**src/rtl/reg_bank_arbiter_pkg.sv**
```systemverilog
// rtl/reg_bank_arbiter_pkg.sv - shared FSM states, requester indices and address-width helper
package reg_bank_arbiter_pkg;

  typedef enum logic [1:0] {
    ST_IDLE   = 2'd0,
    ST_ACCESS = 2'd1,
    ST_RESP   = 2'd2
  } state_e;

  localparam int REQ_SPI   = 0;
  localparam int REQ_LOCAL = 1;

  function automatic int addr_width(input int depth);
    return (depth <= 2) ? 1 : $clog2(depth);
  endfunction

endpackage

```
**src/rtl/rr_arbiter_2.sv**
```systemverilog
// rtl/rr_arbiter_2.sv - combinational two-way round-robin pick, loser of the last grant wins ties
module rr_arbiter_2 (
  input  logic [1:0] req,
  input  logic       last_owner,
  output logic [1:0] winner
);

  always_comb begin
    winner = 2'b00;
    case (req)
      2'b01:   winner = 2'b01;
      2'b10:   winner = 2'b10;
      2'b11:   winner = last_owner ? 2'b01 : 2'b10;
      default: winner = 2'b00;
    endcase
  end

endmodule

```
**src/rtl/reg_bank_arbiter.sv**
```systemverilog
// rtl/reg_bank_arbiter.sv - two-requester arbiter in front of a single-port register bank
module reg_bank_arbiter
  import reg_bank_arbiter_pkg::*;
#(
  parameter int NUM_REGS  = 16,
  parameter int REG_WIDTH = 8,
  parameter int MAX_BURST = 4,
  localparam int AW = addr_width(NUM_REGS)
) (
  input  logic                   clk,
  input  logic                   rstb,
  input  logic                   ena,
  input  logic [1:0]             req,
  input  logic [1:0]             lock,
  input  logic [1:0]             we,
  input  logic [2*AW-1:0]        addr,
  input  logic [2*REG_WIDTH-1:0] wdata,
  output logic [1:0]             gnt,
  output logic [1:0]             rvalid,
  output logic [REG_WIDTH-1:0]   rdata,
  output logic                   bank_en,
  output logic                   bank_we,
  output logic [AW-1:0]          bank_addr,
  output logic [REG_WIDTH-1:0]   bank_wdata,
  input  logic [REG_WIDTH-1:0]   bank_rdata
);

  localparam int BW = (MAX_BURST > 2) ? $clog2(MAX_BURST) : 1;

  state_e                 state;
  logic                   owner;
  logic                   last_owner;
  logic [1:0]             gnt_q;
  logic [BW-1:0]          burst_cnt;
  logic                   cmd_we;
  logic [AW-1:0]          cmd_addr;
  logic [REG_WIDTH-1:0]   cmd_wdata;

  logic [1:0]             winner;
  logic                   src;
  logic                   src_we;
  logic [AW-1:0]          src_addr;
  logic [REG_WIDTH-1:0]   src_wdata;
  logic                   burst_more;
  logic                   in_access;
  logic                   in_resp;

  rr_arbiter_2 u_rr (
    .req        (req),
    .last_owner (last_owner),
    .winner     (winner)
  );

  // Command source: the fresh winner when arbitrating, the current owner when continuing a burst.
  assign src       = (state == ST_IDLE) ? winner[REQ_LOCAL] : owner;
  assign src_we    = we[src];
  assign src_addr  = src ? addr[REQ_LOCAL*AW +: AW] : addr[REQ_SPI*AW +: AW];
  assign src_wdata = src ? wdata[REQ_LOCAL*REG_WIDTH +: REG_WIDTH]
                         : wdata[REQ_SPI*REG_WIDTH +: REG_WIDTH];

  assign burst_more = lock[owner] && req[owner] && (burst_cnt < BW'(MAX_BURST - 1));

  always_ff @(posedge clk or negedge rstb) begin
    if (!rstb) begin
      state      <= ST_IDLE;
      owner      <= 1'b0;
      last_owner <= 1'b1;
      gnt_q      <= 2'b00;
      burst_cnt  <= '0;
      cmd_we     <= 1'b0;
      cmd_addr   <= '0;
      cmd_wdata  <= '0;
    end else if (ena) begin
      case (state)
        ST_IDLE: begin
          if (|req) begin
            state      <= ST_ACCESS;
            owner      <= src;
            last_owner <= src;
            gnt_q      <= winner;
            burst_cnt  <= '0;
            cmd_we     <= src_we;
            cmd_addr   <= src_addr;
            cmd_wdata  <= src_wdata;
          end
        end
        ST_ACCESS: state <= ST_RESP;
        ST_RESP: begin
          if (burst_more) begin
            state     <= ST_ACCESS;
            burst_cnt <= burst_cnt + 1'b1;
            cmd_we    <= src_we;
            cmd_addr  <= src_addr;
            cmd_wdata <= src_wdata;
          end else begin
            state     <= ST_IDLE;
            gnt_q     <= 2'b00;
            burst_cnt <= '0;
          end
        end
        default: state <= ST_IDLE;
      endcase
    end
  end

  // Outputs decode straight from state so an asynchronous reset silences them at once.
  assign in_access  = ena && (state == ST_ACCESS);
  assign in_resp    = ena && (state == ST_RESP);

  assign gnt        = gnt_q;
  assign bank_en    = in_access;
  assign bank_we    = in_access && cmd_we;
  assign bank_addr  = cmd_addr;
  assign bank_wdata = cmd_wdata;
  assign rvalid     = in_resp ? gnt_q : 2'b00;
  assign rdata      = in_resp ? (cmd_we ? cmd_wdata : bank_rdata) : '0;

endmodule

```
**config.mk**
```make
export PLATFORM = sky130hd
export DESIGN_NAME = reg_bank_arbiter
export DESIGN_NICKNAME = d
export VERILOG_FILES = /design/src/rtl/reg_bank_arbiter_pkg.sv /design/src/rtl/rr_arbiter_2.sv /design/src/rtl/reg_bank_arbiter.sv
export SDC_FILE = /design/constraint.sdc
export NUM_CORES = 1
export LEC_CHECK = 0
export BUFFER_PORTS_ARGS = -buffer_cell sky130_fd_sc_hd__buf_2
export CELL_PAD_IN_SITES_DETAIL_PLACEMENT = 1
export CELL_PAD_IN_SITES_GLOBAL_PLACEMENT = 2
export CORE_MARGIN = 1
export CORE_UTILIZATION = 24
export DETAILED_ROUTE_END_ITERATION = 12
export HOLD_SLACK_MARGIN = 0.08
export PLACE_DENSITY = 0.84
export SETUP_SLACK_MARGIN = 0.15
export SLEW_MARGIN = 30
export SYNTH_ARGS = -nofsm -noshare
export SYNTH_HDL_FRONTEND = slang
export SYNTH_SLANG_ARGS = --single-unit
```
**constraint.sdc**
```tcl
create_clock -name clk -period 1.5 [get_ports clk]
set_input_delay 0.3 -clock clk [delete_from_list [all_inputs] [get_ports clk]]
set_output_delay 0.3 -clock clk [all_outputs]
set_load 0.03 [all_outputs]
```
==> results.rst, run 1 <==
.. list-table::
   :header-rows: 1

   * - Metric
     - Value
   * - Violated checks
     - negative setup slack
   * - Hold violation total from the final report
     - 0
   * - Worst relative slew slack
     - 0.620
   * - Final HPWL DP
     - 3450 um
   * - Most crowded layer after global routing
     - met2
   * - Final setup violation count
     - 26
   * - Cell row count
     - 27
   * - Clock tree skew after final layout
     - 0.00359 ns
   * - Level count of the clock H-tree
     - 1
   * - Post-route worst setup slack
     - -0.180 ns
   * - Core area
     - 5570 um^2
   * - Critical Path Sink Type
     - output pin
   * - Max-slew violation count
     - 0
   * - CTS Buffer Depth
     - 2
   * - Share of layout cells above drive strength 1
     - 0.642
   * - Overall global routing resource usage
     - 0.171
   * - CTS tree
     - yes
   * - RSZ-0062 raised after global routing
     - true
   * - Slew at the pin closest to its max-slew limit
     - 0.569 ns
   * - Post-synthesis sequential element count
     - 21
   * - Number of nets still failing antenna checks after routing
     - 0
   * - Length of the first detailed-routing pass in iterations
     - 4
   * - Number of sinks driven by the clock tree
     - 21
   * - Share of the clock period used by the worst path after layout
     - 1.12
   * - Status
     - complete, but fails checks
   * - Total wirelength of the detailed-routed design
     - 5150 um
   * - Sequential-to-total area share from yosys stat
     - 0.375
   * - Maxcap violations
     - 0
   * - Power density of the placed cells
     - 1930 nW/um^2
   * - Post-CTS clock slew at the launch and capture registers of the worst setup and hold paths
     - 0.08 ns
   * - Number of antenna violations at the first check in global routing
     - 0
   * - Maximum fanout count along the critical path
     - 5
   * - Final weighted congestion of routability-driven global placement
     - 0.774
   * - Crit start category
     - flop
   * - Clock insertion delay at the later pin of the skew report
     - 0.26 ns
   * - Static leakage power
     - 1.15 nW
   * - Total power
     - 0.00464 W
   * - Floorplan die width
     - 78.5 um
   * - 1st-iter DRT viols
     - 28
   * - Detailed-route DRC error count
     - 0
   * - GR met1 Demand/Resource
     - 0.226
   * - Total via count in the routed design
     - 1489
   * - Most common library cell in the layout ignoring fill and taps
     - sky130_fd_sc_hd__buf_2
   * - Critical path start-end classification
     - reg2out
   * - Via density
     - 4.95
   * - Hold/Removal Path Class
     - in2reg
   * - Global routing met2 resource utilization
     - 0.278
   * - Yosys Warn Count
     - 0
   * - Max Fclk
     - 595 MHz
   * - Final net count
     - 272
   * - Cell at the root of the clock tree
     - sky130_fd_sc_hd__clkbuf_8
   * - Number of inserted diodes
     - 0
   * - Worst vdd ir
     - 0.732 mV
   * - Synthesized area per cell
     - 10.4 um^2
   * - Layout Area Growth over Synthesis
     - 70.9%
   * - Fin area
     - 2400 um^2
   * - First-pass GRT wire length
     - 8120 um
   * - Chip Height
     - 78.5 um
   * - TritonCTS Buffers
     - 3
   * - IO Pins
     - 67
   * - Grt total ovfl
     - 0
   * - Initial Util
     - 0.252
   * - Yosys cell types
     - 33
   * - Required time at the worst-slack endpoint
     - 1.20 ns
   * - Most used cells in the layout excluding fill and tap cells
     - sky130_fd_sc_hd__buf_2 (54), sky130_fd_sc_hd__mux2i_1 (20), sky130_fd_sc_hd__buf_4 (20)
   * - Maximum number of pins on one net before global-route repair
     - 22
   * - Die area
     - 6160 um^2
   * - Met3 Resource Use GR
     - 0.0267
   * - Post-place instance area
     - 2000 um^2
   * - Number of standard cells after synthesis
     - 135
   * - Cell area after synthesis
     - 1410 um^2
   * - DR WL/cell
     - 17.1 um
   * - Vias in the first global route
     - 1534
   * - Post-route minimum period
     - 1.68 ns
   * - CP arrival
     - 1.38 ns
   * - IO Port Bufs
     - 66
   * - Post-synth net total
     - 177
==> layout make-up <==
class,instances,area [um^2]
Clock buffer,4,45.0
Fill cell,635,3170
Tap cell,72,90.1
Inverter,3,16.3
Timing Repair Buffer,97,704
Sequential cell,21,529
Multi-Input combinational cell,104,1020
==> final timing paths <==
check                      slack, ns  cells past startpoint     start            end
max                            -0.18                      4  state[0]        bank_we
max reg2reg                    -0.16                      6  state[1]  bank_wdata[2]
max in group asynchronous       0.56                      2      rstb       state[1]
min reg2reg                     0.50                      1    gnt[0]         gnt[0]
min in group asynchronous       0.55                      2      rstb         gnt[0]
min                             0.27                      2       ena       state[1]
==> metal layers <==
layer  vias to the layer above  part of all wire  routed length, um
met4                         0             0.021                107
li1                        699                 -                  -
met1                       733              0.45               2300
met5                         -                 0                  0
met3                         6             0.048                247
met2                        51              0.48               2490
==> report_power, final <==
group | switching, W | leakage (nW) | total (W) | internal [W]
registers | 0.000239 | 0.255 | 0.00107 | 0.000836
logic | 0.00167 | 0.868 | 0.00318 | 0.00151
clock network | 0.000194 | 0.0228 | 0.000383 | 0.000189
==> cells in the mapped netlist, drive strengths merged <==
cell type  instances  area (um^2)
a21o               2         15.0
nor2              23         93.8
mux2              13          146
a2111o             1         11.3
nand3b             1         7.51
clkbuf             1         3.75
and2b              1         7.51
a21boi             1         11.3
o31a               1         10.0
a21oi              2         10.0
a32o               1         10.0
o21bai             1         7.51
inv                3         11.3
nand3              2         10.0
a221o             13          130
dfstp              1         26.3
buf                8         58.8
nor3               2         15.0
ha                 1         12.5
o21ai              3         18.8
and3               3         18.8
nand2              4         15.0
and2               2         15.0
mux2i             21          210
a41oi              1         8.76
a31oi              2         12.5
o31ai              1         7.51
dfrtp             20          500
==> registers in the layout, indices dropped and copies added, names as in the netlist <==
signal and cells:
state 2, bank_addr 4, bank_wdata 8, cmd_we 1, owner 1, gnt 2
burst_cnt 2, last_owner 1
==> logic make-up after synthesis <==
group	after synthesis	share of synthesized area
buf+inv	12	0.0525
mux	34	0.254
compound gates	29	0.180
simple gates	38	0.130
flops	21	0.375
fa+ha+maj	1	0.00890
==> worst max-delay path, stage by stage, from the launching register on <==
cell and delay [ns]:
sky130_fd_sc_hd__dfrtp_2 0.41, sky130_fd_sc_hd__buf_4 0.17, sky130_fd_sc_hd__and3_2 0.19, sky130_fd_sc_hd__and2_2 0.18, sky130_fd_sc_hd__buf_4 0.16
==> what timing repair did <==
action | CTS | global route
cloned | 2 | 0
setup endpoints to repair | 32 | 32
resized for setup | 45 | 14
hold endpoints to repair | 20 | 0
hold buffers | 1 | 0
pin swaps | 6 | 8
setup buffers | 7 | 5
==> through the flow <==
stage	util	worst slack [ns]	setup TNS, ns	cells	hold WS, ns
floorplan	-	-0.0525	-0.528	135	0.00441
global placement	0.358	-0.236	-3.40	282	0.288
detailed placement	0.358	-0.289	-4.00	282	0.301
CTS	0.413	-0.163	-2.99	296	0.270
global route	0.431	-0.208	-4.85	301	0.271
finish	0.431	-0.180	-3.75	301	0.274
No activity file was read; power rests on OpenSTA's default activity.
==> inputs of run 2 (changes only) <==
--- a/config.mk
+++ b/config.mk
@@ -5,6 +5,7 @@
 export SDC_FILE = /design/constraint.sdc
 export NUM_CORES = 1
 export LEC_CHECK = 0
+export ABC_CLOCK_PERIOD_IN_PS = 1500
 export BUFFER_PORTS_ARGS = -buffer_cell sky130_fd_sc_hd__buf_2
 export CELL_PAD_IN_SITES_DETAIL_PLACEMENT = 1
 export CELL_PAD_IN_SITES_GLOBAL_PLACEMENT = 2
@@ -14,6 +15,7 @@
 export HOLD_SLACK_MARGIN = 0.08
 export PLACE_DENSITY = 0.84
 export SETUP_SLACK_MARGIN = 0.15
+export SKIP_CTS_REPAIR_TIMING = 1
 export SLEW_MARGIN = 30
 export SYNTH_ARGS = -nofsm -noshare
 export SYNTH_HDL_FRONTEND = slang
==> run 2 against run 1 <==
The run still ends with negative setup slack left. Flip-flop and latch count unchanged. Critical path depth unchanged. Worst hold slack got worse by 0.012 ns. Global-route usage decreased by 2.2 points. Die area unchanged. Worst setup slack got worse by 0.062 ns. Sequential share of layout area increased by 0.72 points. Power decreased by 4.4%. Final area decreased by 3.2%. Clock skew decreased by 0.0023 ns. Largest power group unchanged.
==> results.rst, run 2 (synthesis gave the netlist of run 1 again) <==
.. list-table::
   :header-rows: 1

   * - Metric
     - Value
   * - Most used cells in the layout excluding fill and tap cells
     - sky130_fd_sc_hd__buf_2 (54), sky130_fd_sc_hd__mux2i_1 (21), sky130_fd_sc_hd__buf_4 (21)
   * - Status
     - complete, but fails checks
   * - Level count of the clock H-tree
     - 1 (unchanged)
   * - Chip Height
     - 78.5 um (unchanged)
   * - Number of antenna violations at the first check in global routing
     - 0 (unchanged)
   * - Number of sinks driven by the clock tree
     - 21 (unchanged)
   * - CP cell instances
     - and2b_4, buf_6, and3_4, buf_6
   * - Maximum fanout count along the critical path
     - 6 (+1)
   * - Worst relative slew slack
     - 0.630 (+0.00989)
   * - Initial Util
     - 0.252 (unchanged)
   * - First-pass GRT wire length
     - 7080 um (-13%)
   * - TritonCTS Buffers
     - 3 (unchanged)
   * - Overall global routing resource usage
     - 0.149 (-0.0224)
   * - Part of the power in registers
     - 0.245 (+0.013)
   * - Crit start category
     - flop
   * - Detailed-route DRC error count
     - 0 (unchanged)
   * - Final weighted congestion of routability-driven global placement
     - 0.774 (unchanged)
   * - Number of inserted diodes
     - 0 (unchanged)
   * - Grt total ovfl
     - 0 (unchanged)
   * - Maximum number of pins on one net before global-route repair
     - 22 (unchanged)
   * - Hold violation total from the final report
     - 0 (unchanged)
   * - Cell total after placement
     - 282 (unchanged)
   * - Final setup violation count
     - 26 (unchanged)
   * - Hold/Removal Path Class
     - in2reg
   * - CP arrival
     - 1.44 ns (+0.06 ns)
   * - Post-route worst setup slack
     - -0.242 ns (-0.0620 ns)
   * - Critical path start-end classification
     - reg2out
   * - Critical-path cell with the highest stage delay
     - sky130_fd_sc_hd__dfrtp_2
   * - Maximum single-stage delay on the critical path
     - 0.45 ns (+0.04 ns)
   * - Final net count
     - 269 (-1.1%)
   * - Total power
     - 0.00443 W (-4.4%)
   * - Switching power as a share of total power
     - 0.450 (-0.00296)
   * - Total wirelength of the detailed-routed design
     - 4850 um (-5.8%)
   * - Maxcap violations
     - 0 (unchanged)
   * - Most used cell, CP
     - sky130_fd_sc_hd__buf_6
   * - Power density of the placed cells
     - 1910 nW/um^2 (-1.2%)
   * - Internal power
     - 0.00244 W (-3.8%)
   * - Via density
     - 4.94 (-0.21%)
   * - Cell at the root of the clock tree
     - sky130_fd_sc_hd__clkbuf_8
   * - 1st-iter DRT viols
     - 23 (-18%)
   * - Max-slew violation count
     - 0 (unchanged)
   * - Floorplan die width
     - 78.5 um (unchanged)
   * - Combinational cell fraction of total power
     - 0.668 (-0.018)
   * - Critical Path Sink Type
     - output pin
   * - Static leakage power
     - 1.13 nW (-1.7%)
   * - Length of the first detailed-routing pass in iterations
     - 4 (unchanged)
   * - Total via count in the routed design
     - 1471 (-1.2%)
   * - DR WL/cell
     - 16.3 um (-4.8%)
   * - Clock insertion delay at the later pin of the skew report
     - 0.26 ns (about the same)
   * - Share of the clock period used by the worst path after layout
     - 1.16 (+0.0414)
   * - Worst vdd ir
     - 0.700 mV (-4.4%)
   * - Layout Area Growth over Synthesis
     - 65.4%
   * - Max Fclk
     - 574 MHz (-3.6%)
   * - CTS Buffer Depth
     - 2 (unchanged)
   * - Switching Power
     - 0.00200 W (-5.0%)
   * - Non-filler cells in the finished layout
     - 298 (-1.0%)
   * - Clock power share
     - 0.086 (+0.003)
   * - Core area
     - 5570 um^2 (unchanged)
   * - Final core occ
     - 0.417 (-0.0137)
   * - IO Port Bufs
     - 66 (unchanged)
   * - Vias in the first global route
     - 1425 (-7.1%)
   * - Share of layout cells above drive strength 1
     - 0.619 (-0.0225)
   * - Most common library cell in the layout ignoring fill and taps
     - sky130_fd_sc_hd__buf_2
   * - Violated checks
     - negative setup slack
   * - Number of flip-flops in the largest register
     - 8 (unchanged)
   * - IO Pins
     - 67 (unchanged)
   * - Post-route minimum period
     - 1.74 ns (+0.0620 ns)
   * - RSZ-0062 raised after global routing
     - true
   * - Required time at the worst-slack endpoint
     - 1.20 ns (about the same)
   * - Post-CTS clock slew at the launch and capture registers of the worst setup and hold paths
     - 0.08 ns (about the same)
   * - Die area
     - 6160 um^2 (unchanged)
   * - Clock tree skew after final layout
     - 0.00126 ns (-0.00233 ns)
   * - Final HPWL DP
     - 3450 um (unchanged)
   * - Number of nets still failing antenna checks after routing
     - 0 (unchanged)
   * - Slew at the pin closest to its max-slew limit
     - 0.554 ns (-0.0148 ns)
   * - Cell row count
     - 27 (unchanged)
   * - CTS tree
     - yes
==> run 2: cell count changes in the layout (fill, tap and decap cells not counted), sizes merged <==
cell    delta
buf        -2
clkinv     -1
inv        +1
o21ai      -1
==> run 2: power by group through the flow <==
| stage | sequential [W] | combinational (W) | clock (W) |
|---|---|---|---|
| 2_1_floorplan | 0.00137 | 0.00147 | 0 |
| 3_3_place_gp | 0.00109 | 0.00247 | 0 |
| 3_5_place_dp | 0.00109 | 0.00255 | 0 |
| 4_1_cts | 0.00108 | 0.00255 | 0.000393 |
| 5_1_grt | 0.00113 | 0.00316 | 0.000419 |
| 6_report | 0.00109 | 0.00296 | 0.000384 |
==> run 2: per-stage QoR <==
stage               instance area [um^2]  setup TNS (ns)  setup slack, ns  hold slack, ns
floorplan                           1500          -0.528          -0.0525         0.00441
global placement                    2000           -3.40           -0.236           0.288
detailed placement                  2000           -4.00           -0.289           0.301
CTS                                 2040           -7.48           -0.376          0.0171
global route                        2320           -5.23           -0.269           0.266
finish                              2320           -4.37           -0.242           0.262
==> run 2: critical path, delay by kind of cell (launching register included) <==
kind	cells	cell delay, ns
and+or+nand+nor	2	0.49
DFF	1	0.45
buffers and inverters	2	0.23
==> run 2: layout make-up <==
cell class	count	area (um^2)
clock buffer	4	45.0
fill	638	3250
inverter	3	13.8
multi-input combinational	103	956
sequential	21	529
tap	72	90.1
timing repair buffer	95	691
==> run 2: per-layer routing <==
metal,GRT usage,part of all wire,vias to the layer above,wire length [um]
met5,0,0,-,0
met4,0.0444,0.0070,0,34
met3,0.0256,0.051,2,249
met2,0.246,0.50,52,2400
li1,-,-,692,-
met1,0.195,0.45,725,2160
==> run 2: worst paths after layout <==
path | from | endpoint | slack (ns) | cells past startpoint
max reg2reg | state[0] | bank_wdata[2] | -0.17 | 6
min reg2reg | burst_cnt[1] | burst_cnt[1] | 0.51 | 2
min | ena | state[1] | 0.26 | 2
max in group asynchronous | rstb | state[1] | 0.58 | 2
max | state[0] | rvalid[1] | -0.24 | 4
min in group asynchronous | rstb | gnt[0] | 0.54 | 2
==> inputs of run 3 (changes only) <==
--- a/config.mk
+++ b/config.mk
@@ -9,11 +9,12 @@
 export BUFFER_PORTS_ARGS = -buffer_cell sky130_fd_sc_hd__buf_2
 export CELL_PAD_IN_SITES_DETAIL_PLACEMENT = 1
 export CELL_PAD_IN_SITES_GLOBAL_PLACEMENT = 2
+export CORE_ASPECT_RATIO = 1.25
 export CORE_MARGIN = 1
 export CORE_UTILIZATION = 24
 export DETAILED_ROUTE_END_ITERATION = 12
 export HOLD_SLACK_MARGIN = 0.08
-export PLACE_DENSITY = 0.84
+export PLACE_DENSITY_LB_ADDON = 0.1
 export SETUP_SLACK_MARGIN = 0.15
 export SKIP_CTS_REPAIR_TIMING = 1
 export SLEW_MARGIN = 30
==> run 3 against run 2 <==
The run still ends with negative setup slack left. Register-to-register slack improved by 0.03 ns. Critical endpoint unchanged. Clock-buffer cell count did not move. Clock skew rose by 0.0043 ns. Sequential share of layout area is 0.42 points higher. Sequential power about the same. Power shrank 1.9%. Worst setup slack gained 0.016 ns. Global-route usage up 0.79 points. Worst hold slack gained 0.11 ns. Via count shrank 1.4%.
==> results.rst, run 3 (synthesis gave the netlist of run 1 again) <==
.. list-table::
   :header-rows: 1

   * - Metric
     - Value
   * - Switching power as a share of total power
     - 0.444 (-0.00682)
   * - Worst vdd ir
     - 0.616 mV (-12%)
   * - Number of antenna violations at the first check in global routing
     - 0 (unchanged)
   * - Grt total ovfl
     - 0 (unchanged)
   * - Worst relative slew slack
     - 0.658 (+0.0284)
   * - Post-CTS clock slew at the launch and capture registers of the worst setup and hold paths
     - 0.08 ns (about the same)
   * - Post-route minimum period
     - 1.73 ns (-0.0162 ns)
   * - Final HPWL DP
     - 3480 um (+0.86%)
   * - IO Port Bufs
     - 66 (unchanged)
   * - Overall global routing resource usage
     - 0.156 (+0.00786)
   * - TritonCTS Buffers
     - 3 (unchanged)
   * - Number of flip-flops in the largest register
     - 8 (unchanged)
   * - RSZ-0062 raised after global routing
     - true
   * - CTS Buffer Depth
     - 2 (unchanged)
   * - Slew at the pin closest to its max-slew limit
     - 0.513 ns (-0.0408 ns)
   * - Critical path start-end classification
     - reg2out
   * - Number of sinks driven by the clock tree
     - 21 (unchanged)
   * - Chip Height
     - 87.5 um (+12%)
   * - Internal power
     - 0.00242 W (-0.72%)
   * - Post-route worst setup slack
     - -0.226 ns (+0.0162 ns)
   * - Total power
     - 0.00435 W (-1.9%)
   * - Via density
     - 5.03 (+2.0%)
   * - Most common library cell in the layout ignoring fill and taps
     - sky130_fd_sc_hd__buf_2
   * - Clock power share
     - 0.089 (+0.003)
   * - Share of layout cells above drive strength 1
     - 0.621 (+0.00107)
   * - Layout Area Growth over Synthesis
     - 62.9%
   * - Violated checks
     - negative setup slack
   * - Max Fclk
     - 579 MHz (+0.94%)
   * - Detailed-route DRC error count
     - 0 (unchanged)
   * - Worst hold-check slack
     - 0.375 ns (+0.113 ns)
   * - Final core occ
     - 0.415 (-0.00232)
   * - Cell row count
     - 30 (+11%)
   * - Required time at the worst-slack endpoint
     - 1.20 ns (about the same)
   * - Share of the clock period used by the worst path after layout
     - 1.15 (-0.0108)
   * - Most used cells in the layout excluding fill and tap cells
     - sky130_fd_sc_hd__buf_2 (55), sky130_fd_sc_hd__mux2i_1 (20), sky130_fd_sc_hd__buf_4 (18)
   * - Static leakage power
     - 1.11 nW (-1.1%)
   * - Total via count in the routed design
     - 1450 (-1.4%)
   * - Clock tree skew after final layout
     - 0.00556 ns (+0.00429 ns)
   * - Crit start category
     - flop
   * - Hold violation total from the final report
     - 0 (unchanged)
   * - Combinational cell fraction of total power
     - 0.668 (about the same)
   * - Vias in the first global route
     - 1541 (+8.1%)
   * - Maxcap violations
     - 0 (unchanged)
   * - First-pass GRT wire length
     - 7570 um (+6.9%)
   * - Max-slew violation count
     - 0 (unchanged)
   * - Hold/Removal Path Class
     - in2reg
   * - Core area
     - 5520 um^2 (-1.0%)
   * - CP arrival
     - 1.43 ns (about the same)
   * - Final setup violation count
     - 25 (-3.8%)
   * - Power density of the placed cells
     - 1900 nW/um^2 (-0.38%)
   * - Cell at the root of the clock tree
     - sky130_fd_sc_hd__clkbuf_8
   * - DR WL/cell
     - 16.5 um (+1.1%)
   * - IO Pins
     - 67 (unchanged)
   * - Setup TNS
     - -3.72 ns (+0.653 ns)
   * - Level count of the clock H-tree
     - 1 (unchanged)
   * - Maximum fanout count along the critical path
     - 4 (-2)
   * - CTS tree
     - yes
   * - Switching Power
     - 0.00193 W (-3.4%)
   * - Floorplan die width
     - 70.4 um (-10%)
   * - Non-filler cells in the finished layout
     - 288 (-3.4%)
   * - Initial Util
     - 0.255 (+0.00257)
   * - Final weighted congestion of routability-driven global placement
     - 0.757 (-2.2%)
   * - Clock insertion delay at the later pin of the skew report
     - 0.27 ns (about the same)
   * - Number of inserted diodes
     - 0 (unchanged)
   * - Length of the first detailed-routing pass in iterations
     - 4 (unchanged)
   * - Critical Path Sink Type
     - output pin
   * - Number of nets still failing antenna checks after routing
     - 0 (unchanged)
   * - Final net count
     - 267 (-0.74%)
   * - Status
     - complete, but fails checks
   * - Maximum number of pins on one net before global-route repair
     - 22 (unchanged)
   * - Die area
     - 6170 um^2 (about the same)
   * - Total wirelength of the detailed-routed design
     - 4740 um (-2.3%)
   * - Cell total after placement
     - 272 (-3.5%)
   * - 1st-iter DRT viols
     - 45 (+96%)
   * - Part of the power in registers
     - 0.243 (-0.002)
==> run 3: power groups by stage <==
| stage | clock network (W) | registers, W | logic (W) |
|---|---|---|---|
| floorplan | 0 | 0.00137 | 0.00147 |
| global placement | 0 | 0.00105 | 0.00242 |
| detailed placement | 0 | 0.00106 | 0.00249 |
| CTS | 0.000400 | 0.00106 | 0.00249 |
| global route | 0.000426 | 0.00111 | 0.00313 |
| finish | 0.000387 | 0.00106 | 0.00290 |
==> run 3: metal layers <==
layer / vias up / GRT usage / wire, um
li1: 686 / - / -
met2: 39 / 0.291 / 2570
met5: - / 0 / 0
met4: 0 / 0.0455 / 49
met1: 720 / 0.186 / 1900
met3: 5 / 0.0230 / 217
==> run 3: critical path: stages (launching register included) <==
cell                      delay (ns)
sky130_fd_sc_hd__dfrtp_2        0.44
sky130_fd_sc_hd__and2b_4        0.31
sky130_fd_sc_hd__buf_6          0.12
sky130_fd_sc_hd__and3_4         0.17
sky130_fd_sc_hd__buf_6          0.12
==> run 3: through the flow <==
stage,area (um^2),setup slack [ns]
3_5_place_dp,1970,-0.321
4_1_cts,2020,-0.368
6_report,2290,-0.226
3_3_place_gp,1970,-0.320
2_1_floorplan,1500,-0.0525
5_1_grt,2290,-0.277
==> run 3: area by class of cell <==
class	count	area (um^2)
fillers	627	3230
multi-input cells	103	945
repair buffers	93	677
flip-flops and latches	21	531
well taps	64	80.1
clock buffers	4	45.0
inverters	3	11.3
==> run 3: final timing paths <==
check	startpoint	to	slack [ns]	cells past startpoint
hold reg to reg	bank_addr[2]	bank_addr[2]	0.50	1
setup / recovery	state[0]	rvalid[1]	-0.23	4
hold / removal	ena	state[0]	0.38	3
max in group asynchronous	rstb	state[1]	0.58	2
min in group asynchronous	rstb	bank_wdata[7]	0.54	2
setup reg to reg	state[1]	bank_addr[1]	-0.14	6
